<file path="src/rtl/bus_xfer_pkg.sv">
// rtl/bus_xfer_pkg.sv - shared state encoding and default sizes for the bus transfer controller
package bus_xfer_pkg;

  typedef enum logic [1:0] {
    S_IDLE  = 2'd0,
    S_REQ   = 2'd1,
    S_DRIVE = 2'd2,
    S_TURN  = 2'd3
  } xfer_state_t;

  localparam int DEF_WIDTH = 32;
  localparam int DEF_DEPTH = 4;
  localparam int DEF_TURN  = 1;

endpackage

</file>
<file path="src/rtl/bus_tx_fifo.sv">
// rtl/bus_tx_fifo.sv - synchronous transmit FIFO with count, full/empty and head output
module bus_tx_fifo
  import bus_xfer_pkg::*;
#(
  parameter int WIDTH = DEF_WIDTH,
  parameter int DEPTH = DEF_DEPTH,
  localparam int AW   = $clog2(DEPTH)
) (
  input  logic             clk,
  input  logic             reset,
  input  logic             push,
  input  logic             pop,
  input  logic [WIDTH-1:0] din,
  output logic [WIDTH-1:0] dout,
  output logic [AW:0]      count,
  output logic             full,
  output logic             empty
);

  localparam logic [AW:0] FULL_CNT = (AW+1)'(DEPTH);

  logic [WIDTH-1:0] r_mem [DEPTH];
  logic [AW-1:0]    r_wr_ptr;
  logic [AW-1:0]    r_rd_ptr;
  logic [AW:0]      r_count;
  logic             w_push;
  logic             w_pop;

  assign full  = (r_count == FULL_CNT);
  assign empty = (r_count == '0);
  assign count = r_count;
  assign dout  = r_mem[r_rd_ptr];

  // Guard both sides so a stray request can never corrupt the pointers.
  assign w_push = push && !full;
  assign w_pop  = pop && !empty;

  always_ff @(posedge clk) begin
    if (w_push) begin
      r_mem[r_wr_ptr] <= din;
    end
  end

  always_ff @(posedge clk or negedge reset) begin
    if (!reset) begin
      r_wr_ptr <= '0;
      r_rd_ptr <= '0;
      r_count  <= '0;
    end else begin
      if (w_push) begin
        r_wr_ptr <= r_wr_ptr + AW'(1);
      end
      if (w_pop) begin
        r_rd_ptr <= r_rd_ptr + AW'(1);
      end
      case ({w_push, w_pop})
        2'b10:   r_count <= r_count + (AW+1)'(1);
        2'b01:   r_count <= r_count - (AW+1)'(1);
        default: r_count <= r_count;
      endcase
    end
  end

endmodule

</file>
<file path="src/rtl/bus_xfer_ctrl.sv">
// rtl/bus_xfer_ctrl.sv - host-side bus transfer controller: tx FIFO, request/drive/turnaround FSM, rx capture
module bus_xfer_ctrl
  import bus_xfer_pkg::*;
#(
  parameter int WIDTH = DEF_WIDTH,
  parameter int DEPTH = DEF_DEPTH,
  parameter int TURN  = DEF_TURN
) (
  input  logic             clk,
  input  logic             reset,
  input  logic [WIDTH-1:0] tx_data,
  input  logic             tx_valid,
  output logic             tx_ready,
  output logic [WIDTH-1:0] rx_data,
  output logic             rx_valid,
  output logic             bus_req,
  input  logic             bus_gnt,
  input  logic             bus_strobe_in,
  output logic             bus_strobe_out,
  output logic             send_data,
  output logic             rcv_data,
  output logic [WIDTH-1:0] ckt_to_bus,
  input  logic [WIDTH-1:0] data_from_bus
);

  localparam int CW  = $clog2(DEPTH) + 1;
  localparam int TCW = (TURN > 1) ? $clog2(TURN) : 1;

  xfer_state_t      r_state;
  xfer_state_t      w_next;
  logic [TCW-1:0]   r_turn_cnt;
  logic             w_turn_done;
  logic [WIDTH-1:0] r_rx_data;
  logic             r_rx_valid;

  logic             w_push;
  logic             w_pop;
  logic [CW-1:0]    w_count;
  logic             w_full;
  logic             w_empty;
  logic [WIDTH-1:0] w_head;

  logic             w_send;
  logic             w_rcv;
  logic             w_req;
  logic             w_strobe;

  assign w_push = tx_valid && !w_full;
  assign w_pop  = (r_state == S_DRIVE) && bus_gnt && !w_empty;

  bus_tx_fifo #(
    .WIDTH (WIDTH),
    .DEPTH (DEPTH)
  ) u_tx_fifo (
    .clk   (clk),
    .reset (reset),
    .push  (w_push),
    .pop   (w_pop),
    .din   (tx_data),
    .dout  (w_head),
    .count (w_count),
    .full  (w_full),
    .empty (w_empty)
  );

  assign w_turn_done = (r_turn_cnt == TCW'(TURN - 1));

  always_ff @(posedge clk or negedge reset) begin
    if (!reset) begin
      r_state    <= S_IDLE;
      r_turn_cnt <= '0;
      r_rx_data  <= '0;
      r_rx_valid <= 1'b0;
    end else begin
      r_state    <= w_next;
      r_turn_cnt <= (r_state == S_TURN && !w_turn_done) ? r_turn_cnt + TCW'(1) : '0;
      r_rx_valid <= w_rcv && bus_strobe_in;
      if (w_rcv && bus_strobe_in) begin
        r_rx_data <= data_from_bus;
      end
    end
  end

  always_comb begin
    w_next   = r_state;
    w_send   = 1'b0;
    w_rcv    = 1'b0;
    w_req    = 1'b0;
    w_strobe = 1'b0;
    case (r_state)
      S_IDLE: begin
        w_rcv = 1'b1;
        if (!w_empty) begin
          w_next = S_REQ;
        end
      end
      S_REQ: begin
        w_rcv = 1'b1;
        w_req = 1'b1;
        if (bus_gnt) begin
          w_next = S_DRIVE;
        end
      end
      S_DRIVE: begin
        w_send   = 1'b1;
        w_req    = 1'b1;
        w_strobe = !w_empty;
        // Leave on grant loss, or when this pop drains the last word with nothing refilling it.
        if (!bus_gnt || w_empty) begin
          w_next = S_TURN;
        end else if (w_count == CW'(1) && !w_push) begin
          w_next = S_TURN;
        end
      end
      S_TURN: begin
        if (w_turn_done) begin
          w_next = S_IDLE;
        end
      end
      default: w_next = S_IDLE;
    endcase
  end

  assign tx_ready       = !w_full;
  assign send_data      = w_send;
  assign rcv_data       = w_rcv;
  assign bus_req        = w_req;
  assign bus_strobe_out = w_strobe;
  assign ckt_to_bus     = w_head;
  assign rx_data        = r_rx_data;
  assign rx_valid       = r_rx_valid;

endmodule

</file>
<file path="config.mk">
export PLATFORM = sky130hd
export DESIGN_NAME = bus_xfer_ctrl
export DESIGN_NICKNAME = d
export VERILOG_FILES = /design/src/rtl/bus_xfer_pkg.sv /design/src/rtl/bus_tx_fifo.sv /design/src/rtl/bus_xfer_ctrl.sv
export SDC_FILE = /design/constraint.sdc
export NUM_CORES = 1
export LEC_CHECK = 0
export BUFFER_PORTS_ARGS = -buffer_cell sky130_fd_sc_hd__buf_4
export CAP_MARGIN = 25
export CELL_PAD_IN_SITES_DETAIL_PLACEMENT = 1
export CELL_PAD_IN_SITES_GLOBAL_PLACEMENT = 2
export CORE_ASPECT_RATIO = 2
export CORE_UTILIZATION = 40
export CTS_CLUSTER_DIAMETER = 100
export DETAILED_ROUTE_END_ITERATION = 7
export HOLD_SLACK_MARGIN = 0.05
export PLACE_DENSITY = 0.8
export RECOVER_POWER = 100
export SLEW_MARGIN = 20
export SYNTH_ARGS = -nofsm -noshare
export SYNTH_HDL_FRONTEND = slang
export SYNTH_SLANG_ARGS = --single-unit
</file>
<file path="constraint.sdc">
create_clock -name clk -period 2.7 [get_ports clk]
set_input_delay 0 -clock clk [delete_from_list [all_inputs] [get_ports clk]]
set_output_delay 0 -clock clk [all_outputs]
set_load 0.02 [all_outputs]
</file>
=== Yosys cells after proc, flatten, opt, wreduce, memory -nomap -nowiden ===
Memories as Yosys holds them, arrays and structs flattened.
Index checks and enable logic that the tools add are counted.

* Bits in registers: 43
* Bits in writable memories: 128
* Output and inout port bits: 70
* Logic and storage cells: 57
* Memories: 1

* $add $sub $neg: 5
* Equality and inequality tests: 11
* Muxes and demuxes: 14
* Reductions and logical operators: 19

{| class="wikitable"
|+ Memory list
! name !! depth !! bits a word !! read ports !! clocked after memory_dff !! wr ports !! line !! text
|-
| u_tx_fifo.r_mem || 4 || 32 || 1 || 0 || 1 || bus_tx_fifo.sv:22 || <nowiki>logic [WIDTH-1:0] r_mem [DEPTH];</nowiki>
|}

{| class="wikitable"
|+ Operators by type and width
! cell !! count
|-
| 2-bit 2-to-1 mux || 5
|-
| 1-bit logical AND || 8
|-
| 2-bit case mux with 4 select lines || 1
|-
| 1-bit 2-to-1 mux || 7
|-
| 2-bit == test (second input constant) || 3
|-
| 2-bit != test (second input constant) || 3
|-
| 3-bit case mux with 2 select lines || 1
|-
| 2-bit by 1-bit adder with 2-bit output (second input constant) || 2
|-
| 2-bit by 1-bit == test with 1-bit output (second input constant) || 2
|-
| 1-bit zero test || 4
|-
| 4-bit AND reduction || 1
|-
| 2-bit OR reduction || 2
|-
| 3-bit by 1-bit adder with 3-bit output (second input constant) || 1
|-
| 3-bit by 1-bit == test with 1-bit output (second input constant) || 1
|-
| 3-bit == test (second input constant) || 1
|-
| 3-bit zero test || 1
|-
| 3-bit by 1-bit != test with 1-bit output (second input constant) || 1
|-
| 3-bit by 1-bit subtractor with 3-bit output (second input constant) || 1
|-
| 2-bit zero test || 1
|-
| 2-bit nonzero test || 1
|-
| 1-bit adder (second input constant) || 1
|-
| 1-bit logical OR || 1
|}

=== Longest topological paths before layout ===
Gate-level depths: netlist of run 1.

* Depth after elaboration: 8
* Depth in mapped cells: 9
* Depth with buffers taken out: 9

=== Modules after synthesis ===
Synthesis of run 1 repeated with hierarchy kept, for this count alone.

* Cell total of the unflattened synthesis: 297
* Area, all modules: 6532.5 µm²

{| class="wikitable"
|+ By module, submodules not included
! module !! times used !! cells each !! area each (µm²) !! seq. area each (µm²)
|-
| bus_tx_fifo || 1 || 205 || 5091.1 || 4018.9
|-
| bus_xfer_ctrl || 1 || 92 || 1441.4 || 900.9
|}

=== Worst setup path after synthesis of run 1 ===
Ideal clock, no wire load.

* Kind: flip-flop to flip-flop
* Start point: reg u_tx_fifo.r_count[0], in the netlist u_tx_fifo.count[0]
* End point: mem u_tx_fifo.r_mem[0][0] (netlist bit) (enable)
* Data arrival time: 1758 ps
* Required time: 2308 ps
* Path slack: 549 ps
* Stages on the path, launching flop included: 5
* Buffers on the path: 0
* Cell sequence: dfrtp_1 > inv_1 > ha_1 > nand2_1 > and3_1

* Cells in the longest elaborated chain, start to end: 6

{| class="wikitable"
|+ Ends and longest elaborated chain
! element !! line !! text
|-
| from (decl) || bus_tx_fifo.sv:25 || <nowiki>logic [AW:0] r_count;</nowiki>
|-
| from (signal assigned) || bus_tx_fifo.sv:57 || <nowiki>2'b10: r_count <= r_count + (AW+1)'(1);</nowiki>
|-
| from (signal assigned) || bus_tx_fifo.sv:58 || <nowiki>2'b01: r_count <= r_count - (AW+1)'(1);</nowiki>
|-
| from (signal assigned) || bus_tx_fifo.sv:59 || <nowiki>default: r_count <= r_count;</nowiki>
|-
| 3-bit == test * || bus_tx_fifo.sv:29 || <nowiki>assign full = (r_count == FULL_CNT);</nowiki>
|-
| 1-bit zero test * || n/a ||
|-
| named net tx_ready || bus_xfer_ctrl.sv:13 || <nowiki>output logic tx_ready,</nowiki>
|-
| 1-bit logical AND || bus_xfer_ctrl.sv:48 || <nowiki>assign w_push = tx_valid && !w_full;</nowiki>
|-
| 1-bit logical AND * || bus_tx_fifo.sv:35 || <nowiki>assign w_push = push && !full;</nowiki>
|-
| 1-bit 2-to-1 mux * || bus_tx_fifo.sv:39 || <nowiki>if (w_push) begin</nowiki>
|-
| 1-bit 2-to-1 mux (not written as such) * || bus_tx_fifo.sv:40 || <nowiki>r_mem[r_wr_ptr] <= din;</nowiki>
|-
| to (decl) || bus_tx_fifo.sv:22 ||
|}

The timed path passes the listed nets; every way through them passes the cells marked *.

=== Worst setup path in the final report of run 1 ===
* Start point: reg u_tx_fifo.r_count[0], in the netlist u_tx_fifo.count[0]
* End point: mem u_tx_fifo.r_mem[0][18] (netlist bit) (enable)

* Cells in the longest elaborated chain, start to end: 6

{| class="wikitable"
|+ Ends and longest elaborated chain
! element !! line
|-
| 3-bit == test * || bus_tx_fifo.sv:29
|-
| 1-bit zero test * || bus_tx_fifo.sv:35, bus_xfer_ctrl.sv:48
|-
| 1-bit logical AND || bus_xfer_ctrl.sv:48
|-
| 1-bit logical AND * || bus_tx_fifo.sv:35
|-
| 1-bit 2-to-1 mux * || bus_tx_fifo.sv:39
|-
| 1-bit 2-to-1 mux (not written as such) * || bus_tx_fifo.sv:40
|}

Every way passes the cells marked *; elsewhere a longest branch is shown, timed or not.

==> impl_metrics.py, run 1 <==
metrics = {
    "synth": {
        "synth_nets": 383,
        "synthCells": 301,
        "synth_seq_area_share": 0.751,
        "synth_area_per_cell_um2": 21.8,
        "synth_warnings": 0,
        "ys_ff_latch": 171,
        "ys_types": 27,
        "netlist_area_mm2": 0.00655,
    },
    "critical_path": {
        "worstSetupStartpoint": "u_tx_fifo.count[0]",
        "cp_max_fo": 16,
        "crit_buf_inv": 2,
        "rr_worst_depth": 5,
        "path_depth": 5,
        "critPathKind": "flip-flop to flip-flop",
        "max_stage_delay_ns": 0.55,
        "cp-start-kind": "flip-flop",
        "critPathCaptureType": "flip-flop",
        "critical-path-top-delay-family": "simple AND/OR/NAND/NOR gates",
        "r2r_slack_ns": 0.40,
        "slowest_stage": "and3_1",
        "reg2reg_from": "u_tx_fifo.count[0]",
        "worstSetupEndpoint": "u_tx_fifo.r_mem[0][18]",
        "worstPathCellList": "inv_1 -> ha_1 -> nand2_1 -> and3_1 -> clkbuf_2",
        "worstPathRequired_ns": 2.76,
        "critPathArrivalTime_ns": 2.36,
        "reg2reg_to": "u_tx_fifo.r_mem[0][18]",
    },
    "route": {
        "wl_met2_um": 7950,
        "wl_um": 13600,
        "routed.top_layer": "met4",
        "detail_route.wl_per_cell_um": 18.5,
        "m1WireLength_um": 4710,
        "ant_nets": 0,
        "firstDrtPassIters": 4,
        "vias_per_cell": 4.90,
        "vias": 3612,
        "drc": 0,
        "wl_met3_um": 682,
        "drt_iter0_drc": 130,
    },
    "timing": {
        "setup-tns-final_ns": 0,
        "rsz0062_at_grt": "false",
        "setup_viol": 0,
        "hold_viol_final": 0,
        "max_freq_ghz": 0.435,
        "min_period_ns": 2.30,
        "fin_crit_sh": 0.851,
        "drv_slew": 0,
        "finalClockSkew_ns": 0.00760,
        "slew_headroom": 0.278,
        "tightest_slew_ns": 1.08,
    },
    "die": {
        "die_w_um": 92.5,
        "core_mm2": 0.0159,
        "die_h_um": 183,
        "initial_utilization": 0.413,
        "rows": 65,
        "die-area_mm2": 0.0169,
        "ios": 139,
    },
    "power": {
        "p_leak_nw": 3.17,
        "vdd_drop_max_uv": 577,
        "power_density_mw_per_mm2": 1120,
    },
    "final_layout": {
        "fin_nets": 604,
        "drive_gt1_frac": 0.247,
        "layout_common_cells": "edfxtp_1 (128), clkbuf_1 (104), dlygate4sd3_1 (67)",
        "final_common_cell": "edfxtp_1",
        "area_delta_synth_final_pct": 32.4,
        "fill_cells": 1517,
        "final_core_util": 0.547,
    },
    "clock_tree": {
        "cts_buffer_depth": 2,
        "cts.reportedPaths.clkPinSlew_ns": 0.07,
        "cts_buffers": 17,
        "htreeDepth": 4,
        "cts_tree": "yes",
        "clock_latency_ns": 0.42,
        "cts.sinks": 171,
        "clockRootBuffer": "clkbuf_16",
        "cts.repair.resized": 0,
    },
    "global_route": {
        "grt_pass1_wl_um": 21200,
        "grt_max_degree": 44,
        "antenna_found_initial": 1,
        "grt_pass1_vias": 4073,
        "grt-ovfl-total": 0,
        "track_usage": 0.173,
    },
    "min_path": {
        "hp-class": "input pin to flip-flop",
    },
    "place": {
        "dpl.hpwl_um": 8690,
        "gp_congestion": 0.698,
        "io_buffers": 138,
    },
    "outcome": {
        "outcome": "finished, final reports clean",
    },
    "job": {
        "maxCapViolCount": 0,
    },
}
==> cell usage after synthesis (all sizes together) <==
master | number | share of area
nor2 | 3 | 0.0029
mux2 | 33 | 0.057
nand2 | 8 | 0.0050
buf | 10 | 0.014
edfxtp | 128 | 0.59
xnor2 | 4 | 0.0053
nor2b | 2 | 0.0031
dfrtp | 43 | 0.16
clkbuf | 1 | 0.00057
o21ai | 3 | 0.0023
o32a | 1 | 0.0015
a221oi | 1 | 0.0023
conb | 1 | 0.00057
mux4 | 32 | 0.11
ha | 13 | 0.025
mux2i | 1 | 0.0015
and2 | 1 | 0.00096
or2 | 1 | 0.0013
inv | 9 | 0.0052
xor2 | 2 | 0.0027
and3 | 4 | 0.0038
==> routing by layer <==
| metal | up-vias | global-route usage |
|---|---|---|
| met4 | 0 | 0.0706 |
| met5 | - | 0 |
| li1 | 1627 | - |
| met3 | 18 | 0.0481 |
| met2 | 119 | 0.327 |
| met1 | 1848 | 0.173 |
==> stage by stage <==
stage	cells	area, um2	total power, mW	hold slack, ns	worst slack, ns
CTS	736	9090	10.4	0.116	0.427
finish	737	8670	9.71	0.292	0.402
global route	737	8670	10.2	0.344	0.229
global placement	637	7820	7.74	0.0211	0.677
detailed placement	637	7820	7.89	0.0308	0.585
floorplan	301	6550	6.37	-0.296	0.549
==> state kept, by name, indices dropped and copies added, names as in the netlist <==
| signal | count |
|---|---|
| u_tx_fifo.r_mem | 128 |
| rx_data | 32 |
| u_tx_fifo.count | 3 |
| r_state | 2 |
| u_tx_fifo.r_rd_ptr | 2 |
| u_tx_fifo.r_wr_ptr | 2 |
| r_turn_cnt | 1 |
| rx_valid | 1 |
==> worst min-delay path, cell delays in order <==
cell and delay [ns]:
buf_4 0.08, nand2_2 0.41, inv_1 0.16
==> area by class of cell <==
type / count / area, um2 / share of cell area
antenna: 1 / 2.50 / 0.000289
clock buffer: 19 / 433 / 0.0499
multi-input combinational: 110 / 1480 / 0.170
sequential: 171 / 4920 / 0.568
inverter: 9 / 33.8 / 0.00390
timing repair buffer: 213 / 1380 / 0.160
tap: 201 / 251 / 0.0290
clock inverter: 13 / 168 / 0.0193
==> cell families (layout without fill, tap and decap cells) <==
kind of cell | Yosys count | in the layout | share of synthesized area
AOI/OAI and AO/OA | 5 | 5 | 0.00611
xor gates and xnor gates | 6 | 6 | 0.00802
adders and majority gates | 13 | 13 | 0.0248
buffers and inverters | 20 | 254 | 0.0201
DFF | 171 | 171 | 0.751
muxes | 66 | 66 | 0.172
other | 1 | 2 | 0.000573
and+or+nand+nor | 19 | 19 | 0.0170
==> where the power goes <==
group | switching, mW | total [mW] | internal (mW)
combinational | 2.03 | 3.36 | 1.33
sequential | 0.321 | 3.91 | 3.59
clock | 0.978 | 2.44 | 1.46
total | 3.33 | 9.71 | 6.39
==> what timing repair did <==
item,4_1_cts,5_1_grt
hold buffers,67,0
endpoints found under the setup margin,0,0
setup buffers,0,0
hold endpoints to repair,207,0
==> how the worst min path moves through the flow <==
| stage | startpoint | end | slack, ns | cells after the start |
|---|---|---|---|---|
| 2_1_floorplan | reset | r_state[0] | -0.30 | 0 |
| 3_3_place_gp | reset | rx_data[23] | 0.02 | 1 |
| 3_5_place_dp | reset | rx_data[23] | 0.03 | 1 |
| 4_1_cts | reset | rx_data[8] | 0.12 | 2 |
| 5_1_grt | data_from_bus[2] | rx_data[2] | 0.34 | 3 |
| 6_report | bus_strobe_in | rx_valid | 0.29 | 3 |
Power figures use the tool's default switching activity.
==> run 2, diff against run 1 <==
--- a/config.mk
+++ b/config.mk
@@ -9,7 +9,7 @@
 export CAP_MARGIN = 25
 export CELL_PAD_IN_SITES_DETAIL_PLACEMENT = 1
 export CELL_PAD_IN_SITES_GLOBAL_PLACEMENT = 2
-export CORE_ASPECT_RATIO = 2
+export CORE_ASPECT_RATIO = 0.6
 export CORE_UTILIZATION = 40
 export CTS_CLUSTER_DIAMETER = 100
 export DETAILED_ROUTE_END_ITERATION = 7
==> impl_metrics.py, run 2 (synthesized netlist as in run 1, its figures left out) <==
metrics = {
    "outcome": {
        "outcome": "finished, final reports clean",
    },
    "critical_path": {
        "max_stage_delay_ns": 0.65,
        "critPathArrivalTime_ns": 2.56,
        "critPathKind": "flip-flop to flip-flop",
        "slowest_stage": "clkbuf_2",
        "cp-start-kind": "flip-flop",
        "r2r_slack_ns": 0.44,
        "worstPathCellList": "inv_1 -> ha_1 -> or2_0 -> nand2_2 -> clkbuf_2 -> mux2_2",
        "worstPathRequired_ns": 3.01,
        "critPathCaptureType": "flip-flop",
        "cp_max_fo": 33,
    },
    "route": {
        "drt_iter0_drc": 186,
        "vias_per_cell": 4.94,
        "detail_route.wl_per_cell_um": 19.9,
        "vias": 3652,
        "firstDrtPassIters": 4,
        "wl_um": 14700,
        "ant_nets": 0,
        "drc": 0,
    },
    "timing": {
        "slew_headroom": 0.286,
        "fin_crit_sh": 0.835,
        "drv_slew": 0,
        "max_freq_ghz": 0.443,
        "min_period_ns": 2.26,
        "setup-tns-final_ns": 0,
        "rsz0062_at_grt": "false",
        "setup_viol": 0,
        "tightest_slew_ns": 1.07,
        "hold_viol_final": 0,
        "finalClockSkew_ns": 0.0142,
    },
    "die": {
        "die-area_mm2": 0.0169,
        "die_h_um": 101,
        "die_w_um": 167,
        "core_mm2": 0.0157,
        "rows": 35,
        "ios": 139,
        "initial_utilization": 0.418,
    },
    "power": {
        "power_density_mw_per_mm2": 1140,
        "p_total_mw": 9.93,
        "vdd_drop_max_uv": 420,
        "p_leak_nw": 3.21,
    },
    "final_layout": {
        "drive_gt1_frac": 0.254,
        "largest_reg_flops": 128,
        "area_delta_synth_final_pct": 33.5,
        "layout_common_cells": "edfxtp_1 (128), clkbuf_1 (100), dlygate4sd3_1 (67)",
        "largest-register": "u_tx_fifo.r_mem",
        "final_common_cell": "edfxtp_1",
        "fin_nets": 604,
        "final_core_util": 0.558,
        "finalNonFillerCells": 739,
    },
    "global_route": {
        "antenna_found_initial": 1,
        "track_usage": 0.187,
        "grt_pass1_vias": 4092,
        "grt_max_degree": 44,
        "grt-ovfl-total": 0,
        "grt_pass1_wl_um": 22800,
    },
    "place": {
        "dp.cells": 639,
        "dpl.hpwl_um": 9550,
        "gp_congestion": 0.725,
        "io_buffers": 138,
    },
    "clock_tree": {
        "cts.sinks": 171,
        "htreeDepth": 4,
        "cts_buffers": 17,
        "cts.repair.resized": 0,
        "cts_tree": "yes",
        "cts_buffer_depth": 2,
        "clock_latency_ns": 0.43,
        "clockRootBuffer": "clkbuf_16",
        "cts.reportedPaths.clkPinSlew_ns": 0.08,
    },
    "job": {
        "maxCapViolCount": 0,
    },
    "min_path": {
        "hp-class": "input pin to async pin",
    },
}
==> run 2: changes by cell type in the layout (fill, tap and decap cells not counted), sizes merged <==
cell / delta
inv: +6
buf: +4
clkbuf: -6
clkinvlp: -2
bufinv: -2
==> run 2: per-stage QoR <==
| step | cell area, um2 | hold WS, ns | setup WS (ns) |
|---|---|---|---|
| floorplan | 6550 | -0.296 | 0.549 |
| finish | 8740 | 0.319 | 0.444 |
| CTS | 9150 | 0.0609 | 0.509 |
| global route | 8740 | 0.346 | 0.258 |
| global placement | 7860 | 0.0279 | 0.857 |
| detailed placement | 7860 | 0.0322 | 0.749 |
==> run 2: metal layers <==
| layer | share of wire | wire, um | global-route usage |
|---|---|---|---|
| met5 | 0 | 0 | 0 |
| met4 | 0.014 | 209 | 0.0734 |
| met3 | 0.039 | 581 | 0.0467 |
| met2 | 0.50 | 7350 | 0.312 |
| met1 | 0.45 | 6590 | 0.240 |
==> run 2: area by class of cell <==
type	count	area (um2)
antenna	1	2.50
clock buffer	17	425
clock inverter	15	196
fill	1467	6930
inverter	9	33.8
multi-input combinational	110	1480
sequential	171	4920
tap	203	254
timing repair buffer	213	1430
==> run 2: path summary, 6_finish.rpt <==
kind / from / endpoint / depth (start not counted)
setup reg to reg: r_state[0] / rx_data[26] / 6
hold reg to reg: rx_data[12] / rx_data[12] / 1
max in group asynchronous: reset / u_tx_fifo.r_rd_ptr[0] / 2
setup / recovery: r_state[0] / rx_data[26] / 6
hold / removal: reset / rx_data[17] / 2
min in group clk: data_from_bus[12] / rx_data[12] / 3
==> run 2: worst max-delay path: cells and delay by family (launching register included) <==
| kind | cells | cell delay, ns |
|---|---|---|
| flip-flops | 1 | 0.42 |
| adder cells (fa/ha/maj) | 1 | 0.23 |
| AND/OR/NAND/NOR | 2 | 0.33 |
| multiplexers | 1 | 0.42 |
| buffers and inverters | 2 | 0.74 |
==> run 2: report_power, final <==
group	switching, mW	internal (mW)	total [mW]
Combinational	2.01	1.39	3.40
Sequential	0.428	3.58	4.01
Clock	1.17	1.35	2.52
==> run 2: what timing repair did <==
item	in CTS	in global routing
hold buffers	67	0
endpoints found under the hold margin	207	0
setup buffers	0	0
==> run 3, diff against run 2 <==
--- a/config.mk
+++ b/config.mk
@@ -5,16 +5,17 @@
 export SDC_FILE = /design/constraint.sdc
 export NUM_CORES = 1
 export LEC_CHECK = 0
+export ABC_AREA = 1
 export BUFFER_PORTS_ARGS = -buffer_cell sky130_fd_sc_hd__buf_4
 export CAP_MARGIN = 25
 export CELL_PAD_IN_SITES_DETAIL_PLACEMENT = 1
 export CELL_PAD_IN_SITES_GLOBAL_PLACEMENT = 2
 export CORE_ASPECT_RATIO = 0.6
-export CORE_UTILIZATION = 40
+export CORE_UTILIZATION = 32
 export CTS_CLUSTER_DIAMETER = 100
 export DETAILED_ROUTE_END_ITERATION = 7
 export HOLD_SLACK_MARGIN = 0.05
-export PLACE_DENSITY = 0.8
+export PLACE_DENSITY = 0.76
 export RECOVER_POWER = 100
 export SLEW_MARGIN = 20
 export SYNTH_ARGS = -nofsm -noshare
==> constraint.sdc (replaced) <==
create_clock -name clk -period 2 [get_ports clk]
set_input_delay 0 -clock clk [delete_from_list [all_inputs] [get_ports clk]]
set_output_delay 0 -clock clk [all_outputs]
set_load 0.02 [all_outputs]
==> impl_metrics.py, run 3 <==
metrics = {
    "outcome": {
        "outcome": "finished, final reports clean",
    },
    "clock_tree": {
        "cts_setup_buffers": 0,
        "clock_latency_ns": 0.43,
        "htreeDepth": 4,
        "cts_buffers": 17,
        "cts.sinks": 171,
        "clockRootBuffer": "clkbuf_16",
        "cts.reportedPaths.clkPinSlew_ns": 0.07,
        "cts_tree": "yes",
        "cts_buffer_depth": 2,
    },
    "final_layout": {
        "final_common_cell": "edfxtp_1",
        "drive_gt1_frac": 0.176,
        "fin_nets": 832,
        "layout_common_cells": "edfxtp_1 (128), nand2_1 (113), buf_4 (83)",
        "largest_reg_flops": 128,
        "finalNonFillerCells": 1036,
        "antennaDiodeCount": 0,
        "largest-register": "u_tx_fifo.r_mem",
        "area_delta_synth_final_pct": 37.1,
    },
    "critical_path": {
        "critPathCaptureType": "flip-flop",
        "reg2reg_from": "u_tx_fifo.count[0]",
        "critPathArrivalTime_ns": 2.15,
        "slowest_stage": "dfrtp_1",
        "worstPathCellList": "inv_1 -> ha_1 -> inv_1 -> nor2_1 -> nor2_2 -> ha_4 -> inv_1 -> nand3_1 -> xor2_1 -> inv_1",
        "worstPathRequired_ns": 2.31,
        "critical-path-top-delay-family": "adder cells",
        "rr_worst_depth": 10,
        "cp-start-kind": "flip-flop",
        "r2r_slack_ns": 0.16,
        "reg2reg_to": "u_tx_fifo.count[2]",
        "critPathKind": "flip-flop to flip-flop",
        "max_stage_delay_ns": 0.43,
        "crit_buf_inv": 4,
        "cp_max_fo": 4,
        "path_depth": 10,
        "cp_common_cell": "inv_1",
    },
    "die": {
        "die_w_um": 188,
        "die-area_mm2": 0.0214,
        "die_h_um": 114,
        "core_mm2": 0.0202,
        "initial_utilization": 0.330,
        "ios": 139,
        "rows": 40,
    },
    "timing": {
        "setup_viol": 0,
        "fin_crit_sh": 0.919,
        "min_period_ns": 1.84,
        "drv_slew": 0,
        "setup_slack_ns": 0.162,
        "setup-tns-final_ns": 0,
        "hold_viol_final": 0,
        "rsz0062_at_grt": "false",
        "max_freq_ghz": 0.544,
        "slew_headroom": 0.241,
        "finalClockSkew_ns": 0.0124,
        "tightest_slew_ns": 1.14,
    },
    "synth": {
        "ys_top_cells_by_area": "edfxtp_1 (58%), dfrtp_1 (16%), nand2_1 (6.4%)",
        "synth_top_cell_by_area": "edfxtp_1",
        "synth_nets": 615,
        "synth_seq_area_share": 0.738,
        "ys_ff_latch": 171,
        "synth_flop_cell": "edfxtp_1",
        "synth_edf_count": 128,
        "synth_area_per_cell_um2": 12.5,
        "ys_types": 23,
        "synth_async_sr_flop_share": 0.251,
        "synth.most_common_cell": "edfxtp_1",
        "netlist_area_mm2": 0.00667,
        "yosys-top-cells-count": "edfxtp_1 (128), nand2_1 (113), nor2_1 (75)",
        "synth_warnings": 0,
        "synth_top_cell_area_share": 0.576,
        "synthCells": 533,
    },
    "place": {
        "gp_congestion": 0.768,
        "dpl.hpwl_um": 11700,
        "pre_cts_slack_ns": 0.0427,
        "io_buffers": 138,
        "dp.cells": 935,
    },
    "route": {
        "drt_iter0_drc": 257,
        "firstDrtPassIters": 4,
        "drc": 0,
        "ant_nets": 0,
        "detail_route.wl_per_cell_um": 17.8,
        "wl_um": 18500,
        "vias": 4803,
        "vias_per_cell": 4.64,
    },
    "min_path": {
        "whs_path_depth": 4,
        "min_from": "data_from_bus[7]",
        "whs_endpoint": "rx_data[7]",
        "hp-class": "input pin to flip-flop",
    },
    "global_route": {
        "grt_pass1_vias": 5204,
        "grt-ovfl-total": 0,
        "grt_pass1_wl_um": 28500,
        "grt_max_degree": 67,
        "track_usage": 0.175,
        "antenna_found_initial": 0,
    },
    "power": {
        "power_density_mw_per_mm2": 1590,
        "p_leak_nw": 3.61,
        "p_total_mw": 14.6,
        "vdd_drop_max_uv": 729,
    },
    "job": {
        "maxCapViolCount": 0,
    },
}
run 3: cell types whose count changed in the layout (fill, tap and decap cells not counted), sizes merged, moves of 13 or more:
| cell | change |
|---|---|
| buf | +44 |
| mux2 | -33 |
| o21ai | +62 |
| o22ai | +32 |
| nand2 | +107 |
| mux4 | -32 |
| clkbuf | -34 |
| nor2 | +72 |
| inv | +13 |
run 3: how the worst max path moves through the flow:
stage | startpoint | to
2_1_floorplan | u_tx_fifo.count[0] | u_tx_fifo.r_mem[0][0]
3_3_place_gp | u_tx_fifo.count[0] | u_tx_fifo.count[2]
3_5_place_dp | u_tx_fifo.count[0] | u_tx_fifo.count[2]
4_1_cts | u_tx_fifo.count[0] | u_tx_fifo.count[2]
5_1_grt | u_tx_fifo.count[0] | u_tx_fifo.count[2]
6_report | u_tx_fifo.count[0] | u_tx_fifo.count[2]
run 3: report_power, final:
part           internal (mW)  switching, mW
sequential              4.81          0.401
clock                   1.74           1.45
combinational           2.12           4.04
total                   8.67           5.89
run 3: cell families after synthesis:
family,count (synthesis),share of synthesized area
AOI/OAI and AO/OA,98,0.0795
buffers and inverters,49,0.0371
DFF,171,0.738
xor gates and xnor gates,6,0.00788
other,1,0.000562
adders and majority gates,13,0.0244
and+or+nand+nor,195,0.113
run 3: tightest hold or removal path, cell delays in order:
cell and delay [ns]:
dlygate4sd3_1 0.53, buf_4 0.10, nand2_1 0.04, nand2_1 0.05
run 3: stage by stage:
step	cell area (um2)	hold slack, ns	utilization
after floorplan	6680	-0.296	-
after global placement	8090	0.0422	0.400
after detailed placement	8090	0.0481	0.400
after CTS	9340	0.118	0.462
after global routing	9140	0.323	0.452
final	9140	0.323	0.452
run 3: area by class of cell:
type | count | area (um2)
inverters | 24 | 92.6
clock inverters | 14 | 133
fillers | 2192 | 11100
repair buffers | 223 | 1660
multi-input cells | 313 | 1560
flip-flops and latches | 171 | 4920
well taps | 273 | 342
clock buffers | 18 | 429
run 3: repair_timing:
item                                    CTS  global route
hold endpoints to repair                210             0
hold buffers                             68             0
endpoints found under the setup margin    0             5
resized for setup                         0             6
run 3: layer usage:
layer | share of wire | global-route usage
met5 | 0 | 0
met4 | 0.011 | 0.0634
met2 | 0.48 | 0.288
met1 | 0.48 | 0.231
met3 | 0.032 | 0.0354
